==> src/rtl/reg_file_mp_if.sv <==
// Bus bundle for reg_file_mp: write port, NUM_RD read ports, clear control
// and status. The master drives requests and the slave (the register file)
// drives read data and status.
interface reg_file_mp_if #(
  parameter int DATA_WIDTH = 8,
  parameter int ADDR_WIDTH = 2,
  parameter int NUM_RD     = 2
);
  logic                           clr_start;
  logic                           wr_en;
  logic [ADDR_WIDTH-1:0]          w_addr;
  logic [DATA_WIDTH/8-1:0]        w_be;
  logic [DATA_WIDTH-1:0]          w_data;
  logic [NUM_RD-1:0]              rd_en;
  logic [NUM_RD*ADDR_WIDTH-1:0]   r_addr;
  logic [NUM_RD*DATA_WIDTH-1:0]   r_data;
  logic [NUM_RD-1:0]              r_valid;
  logic                           busy;
  logic                           wr_err;

  modport master (
    output clr_start, wr_en, w_addr, w_be, w_data, rd_en, r_addr,
    input  r_data, r_valid, busy, wr_err
  );

  modport slave (
    input  clr_start, wr_en, w_addr, w_be, w_data, rd_en, r_addr,
    output r_data, r_valid, busy, wr_err
  );
endinterface

==> src/rtl/reg_file_mp.sv <==
// Multi-port register file: one byte-lane write port, NUM_RD registered
// write-first read ports, and a clear sequencer that fills every word with
// CLR_VALUE after reset or on request. The array is inaccessible while the
// clear runs; writes attempted then are dropped and flagged on wr_err.
module reg_file_mp #(
  parameter int                    DATA_WIDTH = 8,
  parameter int                    ADDR_WIDTH = 2,
  parameter int                    NUM_RD     = 2,
  parameter logic [DATA_WIDTH-1:0] CLR_VALUE  = '0
) (
  input  logic               clk,
  input  logic               reset,
  reg_file_mp_if.slave       bus
);

  localparam int DEPTH = 2 ** ADDR_WIDTH;
  localparam int NB    = DATA_WIDTH / 8;
  localparam logic [ADDR_WIDTH-1:0] LAST_ADDR = ADDR_WIDTH'(DEPTH - 1);

  typedef enum logic {
    ST_IDLE  = 1'b0,
    ST_CLEAR = 1'b1
  } state_t;

  state_t                       state;
  logic                         busy_q;
  logic [ADDR_WIDTH-1:0]        clr_ptr;
  logic                         wr_err_q;
  logic [DATA_WIDTH-1:0]        mem [DEPTH];
  logic [NUM_RD*DATA_WIDTH-1:0] r_data_p1;
  logic [NUM_RD-1:0]            vld_p1;

  // Replace the lanes of old_word selected by be with the lanes of new_word.
  function automatic logic [DATA_WIDTH-1:0] merge_bytes(
    input logic [DATA_WIDTH-1:0] old_word,
    input logic [DATA_WIDTH-1:0] new_word,
    input logic [NB-1:0]         be
  );
    logic [DATA_WIDTH-1:0] res;
    res = old_word;
    for (int b = 0; b < NB; b++) begin
      if (be[b]) res[8*b +: 8] = new_word[8*b +: 8];
    end
    return res;
  endfunction

  // Clear sequencer: walks clr_ptr over the whole array, then returns to IDLE.
  always_ff @(posedge clk) begin
    if (reset) begin
      state    <= ST_CLEAR;
      busy_q   <= 1'b1;
      clr_ptr  <= '0;
      wr_err_q <= 1'b0;
    end else begin
      case (state)
        ST_CLEAR: begin
          wr_err_q <= bus.wr_en;
          if (clr_ptr == LAST_ADDR) begin
            state   <= ST_IDLE;
            busy_q  <= 1'b0;
            clr_ptr <= '0;
          end else begin
            clr_ptr <= clr_ptr + 1'b1;
          end
        end
        default: begin
          wr_err_q <= 1'b0;
          if (bus.clr_start) begin
            state  <= ST_CLEAR;
            busy_q <= 1'b1;
          end
        end
      endcase
    end
  end

  // Array update: clear writes while busy, byte-lane writes while idle;
  // contents are left alone on reset edges.
  always_ff @(posedge clk) begin
    if (!reset) begin
      if (state == ST_CLEAR) begin
        mem[clr_ptr] <= CLR_VALUE;
      end else if (bus.wr_en) begin
        mem[bus.w_addr] <= merge_bytes(mem[bus.w_addr], bus.w_data, bus.w_be);
      end
    end
  end

  // Read ports: registered, with the same-edge write merged in (write-first).
  always_ff @(posedge clk) begin
    if (reset) begin
      r_data_p1 <= '0;
      vld_p1    <= '0;
    end else begin
      for (int i = 0; i < NUM_RD; i++) begin
        if (state == ST_IDLE && bus.rd_en[i]) begin
          r_data_p1[i*DATA_WIDTH +: DATA_WIDTH] <= merge_bytes(
            mem[bus.r_addr[i*ADDR_WIDTH +: ADDR_WIDTH]],
            bus.w_data,
            (bus.wr_en && bus.w_addr == bus.r_addr[i*ADDR_WIDTH +: ADDR_WIDTH])
              ? bus.w_be : '0);
          vld_p1[i] <= 1'b1;
        end else begin
          vld_p1[i] <= 1'b0;
        end
      end
    end
  end

  assign bus.busy    = busy_q;
  assign bus.wr_err  = wr_err_q;
  assign bus.r_data  = r_data_p1;
  assign bus.r_valid = vld_p1;

endmodule
==> src/flat_wrapper.sv <==
// flat-port wrapper written by rule: the top's interface ports become plain ports
module reg_file_mp_flat 
#(
  parameter int                    DATA_WIDTH = 8,
  parameter int                    ADDR_WIDTH = 2,
  parameter int                    NUM_RD     = 2,
  parameter logic [DATA_WIDTH-1:0] CLR_VALUE  = '0
)
  (clk, reset, bus_clr_start, bus_wr_en, bus_w_addr, bus_w_be, bus_w_data, bus_rd_en, bus_r_addr, bus_r_data, bus_r_valid, bus_busy, bus_wr_err);
  reg_file_mp_if #(.DATA_WIDTH(DATA_WIDTH), .ADDR_WIDTH(ADDR_WIDTH), .NUM_RD(NUM_RD)) bus_i ();
  input  logic clk;
  input  logic reset;
  input wire logic [$bits(bus_i.clr_start)-1:0] bus_clr_start;
  input wire logic [$bits(bus_i.wr_en)-1:0] bus_wr_en;
  input wire logic [$bits(bus_i.w_addr)-1:0] bus_w_addr;
  input wire logic [$bits(bus_i.w_be)-1:0] bus_w_be;
  input wire logic [$bits(bus_i.w_data)-1:0] bus_w_data;
  input wire logic [$bits(bus_i.rd_en)-1:0] bus_rd_en;
  input wire logic [$bits(bus_i.r_addr)-1:0] bus_r_addr;
  output wire logic [$bits(bus_i.r_data)-1:0] bus_r_data;
  output wire logic [$bits(bus_i.r_valid)-1:0] bus_r_valid;
  output wire logic [$bits(bus_i.busy)-1:0] bus_busy;
  output wire logic [$bits(bus_i.wr_err)-1:0] bus_wr_err;
  assign bus_i.clr_start = bus_clr_start;
  assign bus_i.wr_en = bus_wr_en;
  assign bus_i.w_addr = bus_w_addr;
  assign bus_i.w_be = bus_w_be;
  assign bus_i.w_data = bus_w_data;
  assign bus_i.rd_en = bus_rd_en;
  assign bus_i.r_addr = bus_r_addr;
  assign bus_r_data = bus_i.r_data;
  assign bus_r_valid = bus_i.r_valid;
  assign bus_busy = bus_i.busy;
  assign bus_wr_err = bus_i.wr_err;
  reg_file_mp #(.DATA_WIDTH(DATA_WIDTH), .ADDR_WIDTH(ADDR_WIDTH), .NUM_RD(NUM_RD), .CLR_VALUE(CLR_VALUE)) u_core (.clk(clk), .reset(reset), .bus(bus_i));
endmodule
==> config.mk <==
export PLATFORM = sky130hd
export DESIGN_NAME = reg_file_mp_flat
export DESIGN_NICKNAME = d
export VERILOG_FILES = /design/src/rtl/reg_file_mp_if.sv /design/src/rtl/reg_file_mp.sv /design/src/flat_wrapper.sv
export SDC_FILE = /design/constraint.sdc
export NUM_CORES = 1
export LEC_CHECK = 0
export BUFFER_PORTS_ARGS = -buffer_cell sky130_fd_sc_hd__buf_2
export CAP_MARGIN = 30
export CORE_MARGIN = 1.5
export CORE_UTILIZATION = 52
export CTS_BUF_LIST = sky130_fd_sc_hd__clkbuf_8
export DETAILED_ROUTE_END_ITERATION = 16
export GPL_ROUTABILITY_DRIVEN = 0
export PLACE_DENSITY_LB_ADDON = 0.08
export SYNTH_ARGS = -nofsm -noshare
export SYNTH_HDL_FRONTEND = slang
export SYNTH_SLANG_ARGS = --single-unit
==> constraint.sdc <==
create_clock -name clk -period 4.4 [get_ports clk]
set_input_delay 0.22 -clock clk [delete_from_list [all_inputs] [get_ports clk]]
set_output_delay 0.22 -clock clk [all_outputs]
set_load 0.02 [all_outputs]
==> impl_metrics.ini, run 1 <==
[clocking]
ctsHoldBuffers = 0
insertion_delay_ns = 0.31
cts_resized = 0
tritoncts = built
path_clk_slew_ns = 0.11
root_buffer = clkbuf_8
clockBufferDepth = 2
post_cts_buffers = 0
cts.sinks = 55
htree_num_levels = 2
cts_buffers = 5

[global_routing]
top_usage_layer = met2
grt_first_pass_wirelength_um = 9901
grt_antenna_before_repair = 0
grtUsageTotal_pct = 22.06
grt-ovfl-total = 0
grt_pass1_vias = 1961
grt_max_degree = 24
grtUsageMet3_pct = 5.059
use_met1_pct = 30.73
gr-usage-met2_pct = 34.17

[synthesis]
synth-main-ff-cell = edfxtp_1
yosys.area.top_type_share_pct = 33.00
ys_warn_count = 0
syn_area_um2 = 2912
syn-instance-count = 246
syn_avg_cell_area_um2 = 11.84
yosys-top-cells-area = edfxtp_1 (33%), dfxtp_1 (16%), mux4_2 (12%), mux2i_1 (5.8%), and2_1 (5.2%)
synth_cell_types = 30
synthArstFlopShare_pct = 0
synth_most_common_cell = edfxtp_1
synth_edf_count = 32
synth_seq_area_share_pct = 48.82
synth_common_cells = edfxtp_1 (32), and2_1 (24), dfxtp_1 (23), nand3_1 (18), nor3_1 (18)
syn_nets = 268
yosysTopAreaCell = edfxtp_1
synth-seq-cells = 55

[sta]
setup_violations = 0
fin_setup_tns_ns = 0
rsz0062_at_grt = false
slew_headroom_pct = 41.67
timing.fmax_mhz = 401.6
maxSlewViolCount = 0
post-route-period-util_pct = 56.60
finClkSkew_ns = 0.01583
tightest_slew_ns = 0.8717
period_needed_ns = 2.490
hold_viol_final = 0

[floorplan]
start_util_pct = 53.53
boundaryPins = 41
core-area_um2 = 5439
dieArea_um2 = 6057
die_h_um = 77.83
rows = 27
die_w_um = 77.83

[pwr]
ir_drop_mv = 0.1935
pwr-share-seq_pct = 53.9
p_clk_share_pct = 25.2
p_int_w = 0.0008245
swShare_pct = 28.90
power_density_nw_per_um2 = 355.5
power_leakage_nw = 1.265
pwr-share-comb_pct = 21.0
p_sw_w = 0.0003351

[layout]
n_antenna_cell = 0
utilization_pct = 59.97
drive_gt1_share_pct = 26.06
nets = 305
syn_to_final_growth_pct = 12.03
n_fill_cell = 463
seq_area_um2 = 1421
multi_input_area_um2 = 1406

[drt]
remaining_drc_errors = 0
final_antenna_net_count = 0
vias_per_cell = 5.719
drtIter0Drc = 71
avgRoutedWirePerCell_um = 17.42
vias = 2036
firstDrtPassIters = 4
wl_um = 6200

[setup_path]
reg2reg_slack_ns = 1.91
critPathLaunch = u_core.state
crit_end = u_core.mem[1][2]
r2r_end = u_core.mem[1][2]
crit_path_max_fanout = 23
r2r_start = u_core.state
startpoint_type = register
path_class = register to register
end_kind = register
cp.arrival_ns = 2.42
r2r_cells = 4
cp.required_ns = 4.33

[flow_run]
drv_cap = 0

[hold_path]
hp-class = input port to register
hold_start = bus_wr_en

[placed_design]
place.port_buffers = 40
dp_hpwl_um = 4490

[run_status]
outcome = finished clean
[routing by layer]
layer	vias to the layer above	routed length, um	share of wire (%)
li1	1004	-	-
met1	966	2890	47
met2	60	2788	45
met3	6	424	6.8
met4	0	97	1.6
met5	-	0	0
[stage by stage]
step | power, W | worst slack (ns) | instance area [um^2] | std cells | hold slack, ns
2_1_floorplan | 0.0008106 | 2.469 | 2912 | 246 | 0.3866
3_3_place_gp | 0.0008761 | 1.548 | 3152 | 347 | 0.4679
3_5_place_dp | 0.0008811 | 1.857 | 3167 | 348 | 0.4770
4_1_cts | 0.001169 | 1.863 | 3262 | 356 | 0.1888
5_1_grt | 0.001216 | 1.786 | 3262 | 356 | 0.2017
6_report | 0.001160 | 1.910 | 3262 | 356 | 0.1925
[critical path: stages, from the launching register on]
cell and delay [ns]:
dfxtp_1 0.40, and4bb_1 0.69, buf_8 0.24, a31oi_1 0.10, nor2_1 0.67
[layout by cell type, fill, tap and decap left out, types with 4 or more instances in the layout]
cell type	instances
buf_2	40
edfxtp_1	32
and2_1	24
dfxtp_1	23
nand3_1	18
nor3_1	18
mux2i_1	17
nand2_1	17
mux4_2	16
a22oi_1	16
nand2b_1	10
nor2_1	6
a21oi_1	6
clkbuf_8	6
nor3b_1	5
inv_1	4
[power by group through the flow]
stage | Clock (W) | Sequential [W] | Combinational [W]
final | 0.000292 | 0.000625 | 0.000243
after global placement | 0 | 0.000635 | 0.000241
after global routing | 0.000318 | 0.000632 | 0.000265
after floorplan | 0 | 0.000639 | 0.000171
after CTS | 0.000299 | 0.000625 | 0.000245
after detailed placement | 0 | 0.000637 | 0.000244
[cells by family (layout without fill, tap and decap cells)]
kind of cell | count (synthesis) | count (layout) | share of synthesized area, %
AO/OA/AOI/OAI | 30 | 30 | 7.005
adder cells (fa/ha/maj) | 1 | 1 | 0.4297
buffers and inverters | 17 | 55 | 2.879
flip-flops | 55 | 55 | 48.82
multiplexers | 36 | 36 | 20.54
AND/OR/NAND/NOR | 107 | 107 | 20.33
[area by class of cell]
type	count	area share (%)
clock buffer	6	2.532
clock inverter	2	0.3836
inverter	3	0.3452
multi-input combinational	174	43.11
sequential	55	43.57
tap	72	2.762
timing repair buffer	44	7.288
[flip-flops by register name (all words and copies together) (netlist names)]
signal,flops
u_core.bus.busy,1
u_core.bus.r_valid,2
u_core.bus.r_data,16
u_core.bus.wr_err,1
u_core.mem,32
u_core.clr_ptr,2
u_core.state,1
[worst min path at each step]
stage                                  endpoint  slack, ns  depth (start not counted)
after floorplan               u_core.bus.wr_err       0.39                          1
final                         u_core.bus.wr_err       0.19                          2
after detailed placement  u_core.bus.r_data[15]       0.48                          2
after global placement     u_core.bus.r_data[8]       0.47                          2
after global routing          u_core.bus.wr_err       0.20                          2
after CTS                     u_core.bus.wr_err       0.19                          2
Note: power is estimated with default switching activity, not from simulation.
==> inputs of run 2 (changes only) <==
ABC_AREA = 1   (was unset)
clock period = 2.6 ns   (was 4.4 ns; I/O delays follow)
==> run 2 against run 1 <==
Compared with the run above: synthesized cell count increased by 35%; setup slack got worse by 1.2 ns; die area decreased by 7.0%; combinational power increased by 57%; count of clock-buffer cells in the layout decreased by 1; sequential share of layout area increased by 3.2 points; wire length increased by 7.4%; critical path depth unchanged; clock power increased by 67%; highest routed layer unchanged.
==> impl_metrics.ini, run 2 <==
[drt]
remaining_drc_errors = 0
final_antenna_net_count = 0
vias_per_cell = 5.453
drtIter0Drc = 189
avgRoutedWirePerCell_um = 15.17
vias = 2394
firstDrtPassIters = 5
wl_um = 6661

[synthesis]
synthArstFlopShare_pct = 0
syn_avg_cell_area_um2 = 8.157
synth_edf_count = 32
yosysTopAreaCell = edfxtp_1
syn_area_um2 = 2700
synth-main-ff-cell = edfxtp_1
synth_common_cells = nand2_1 (74), nor2_1 (39), a21oi_1 (35)
synth_most_common_cell = nand2_1
syn-instance-count = 331
ys_warn_count = 0
synth_seq_area_share_pct = 52.64
syn_nets = 353
yosys.area.top_type_share_pct = 35.59
yosys-top-cells-area = edfxtp_1 (36%), dfxtp_1 (17%), nand2_1 (10%), a21oi_1 (6.5%), nand3_1 (5.9%)
synth-seq-cells = 55
synth_cell_types = 23

[layout]
drive_gt1_share_pct = 16.80
top_register = u_core.mem
final_common_cell = nand2_1
largest_register_ffs = 32
final_cell_mix = nand2_1 (74), buf_2 (40), nor2_1 (39)
nets = 390
n_fill_cell = 477
syn_to_final_growth_pct = 12.65
n_antenna_cell = 0
final-instance-count-excl-fill = 439

[clocking]
ctsHoldBuffers = 0
cts_resized = 0
tritoncts = built
post_cts_buffers = 0
clockBufferDepth = 2
insertion_delay_ns = 0.32
htree_num_levels = 2
cts_buffers = 5
root_buffer = clkbuf_8
cts.sinks = 55
path_clk_slew_ns = 0.10

[setup_path]
r2r_start = u_core.state
crit_end = u_core.mem[3][2]
reg2reg_slack_ns = 0.74
r2r_end = u_core.mem[3][2]
crit_path_max_fanout = 8
end_kind = register
cp.arrival_ns = 1.82
path_class = register to register
cp.required_ns = 2.55
critPathLaunch = u_core.state
r2r_cells = 4
startpoint_type = register

[floorplan]
boundaryPins = 41
core-area_um2 = 5042
dieArea_um2 = 5634
die_w_um = 75.06
die_h_um = 75.06
start_util_pct = 53.55
rows = 26

[placed_design]
dp_hpwl_um = 4966
place.port_buffers = 40
place_inst = 431

[sta]
post-route-period-util_pct = 71.70
finClkSkew_ns = 0.008397
tightest_slew_ns = 0.7676
fin_setup_tns_ns = 0
timing.fmax_mhz = 536.4
hold_viol_final = 0
period_needed_ns = 1.864
slew_headroom_pct = 48.64
rsz0062_at_grt = false
maxSlewViolCount = 0
setup_violations = 0

[pwr]
power_density_nw_per_um2 = 622.3
power_leakage_nw = 1.339
ir_drop_mv = 0.4158

[hold_path]
hp-class = input port to register

[global_routing]
grtUsageTotal_pct = 24.74
grt_first_pass_wirelength_um = 9991
grt_antenna_before_repair = 0
grt-ovfl-total = 0
grt_pass1_vias = 2085
grt_max_degree = 27

[run_status]
outcome = finished clean

[flow_run]
drv_cap = 0
run 2: changes by cell type in the layout (fill, tap and decap cells not counted), sizes merged, moves of 8 or more:
cell	before	now
a22oi	16	0
nor3	18	0
nand2	17	80
o21ai	2	32
nand3	18	35
nand2b	10	0
mux2i	20	0
nor2	6	41
inv	4	27
and2	24	0
mux4	16	0
nand4	0	8
a21oi	8	36
run 2: logic make-up after synthesis:
logic type / Yosys count / synth area share (%)
simple gates: 167 / 28.17
compound gates: 69 / 13.30
flops: 55 / 52.64
buf+inv: 39 / 5.422
fa+ha+maj: 1 / 0.4633
run 2: cell type report:
class | instances | area [um^2] | share of cell area (%)
tap | 70 | 87.58 | 2.879
sequential | 55 | 1421 | 46.73
clock buffer | 5 | 68.82 | 2.262
timing repair buffer | 40 | 200.2 | 6.582
clock inverter | 3 | 22.52 | 0.7404
multi-input combinational | 237 | 1132 | 37.23
inverter | 29 | 108.9 | 3.579
run 2: how the worst min path moves through the flow:
| stage | start | to | slack (ns) | cells after the start |
|---|---|---|---|---|
| finish | bus_clr_start | u_core.state | 0.05 | 3 |
| global route | bus_clr_start | u_core.state | 0.07 | 3 |
| CTS | bus_clr_start | u_core.state | 0.05 | 3 |
| detailed placement | bus_clr_start | u_core.state | 0.38 | 3 |
| global placement | bus_clr_start | u_core.bus.busy | 0.37 | 3 |
| floorplan | reset | u_core.bus.busy | 0.23 | 2 |
run 2: power by group:
group | total (W) | switching (W) | internal [W]
registers | 0.00102 | 0.0000336 | 0.000989
clock network | 0.000489 | 0.000296 | 0.000193
logic | 0.000382 | 0.000267 | 0.000115
run 2: through the flow:
| step | hold slack [ns] | instance area [um^2] | setup WS [ns] | power, W | util, % |
|---|---|---|---|---|---|
| after detailed placement | 0.3766 | 2950 | 0.7149 | 0.001419 | 58.51 |
| after global placement | 0.3735 | 2950 | 0.7466 | 0.001413 | 58.51 |
| after floorplan | 0.2303 | 2700 | 1.038 | 0.001313 | - |
| final | 0.04886 | 3042 | 0.7358 | 0.001893 | 60.32 |
| after global routing | 0.06985 | 3042 | 0.6363 | 0.001982 | 60.32 |
| after CTS | 0.05026 | 3042 | 0.7490 | 0.001894 | 60.32 |
run 2: worst max-delay path, stage by stage (launching register included):
cell,delay [ns]
dfxtp_1,0.40
inv_2,0.11
a21oi_4,0.24
nand3_2,0.14
nor2_1,0.61
run 2: layer usage:
layer / GRT usage [%] / part of all wire (%)
met5: 0 / 0
met4: 9.697 / 2.7
met3: 4.150 / 5.4
met2: 38.94 / 47
met1: 34.28 / 45
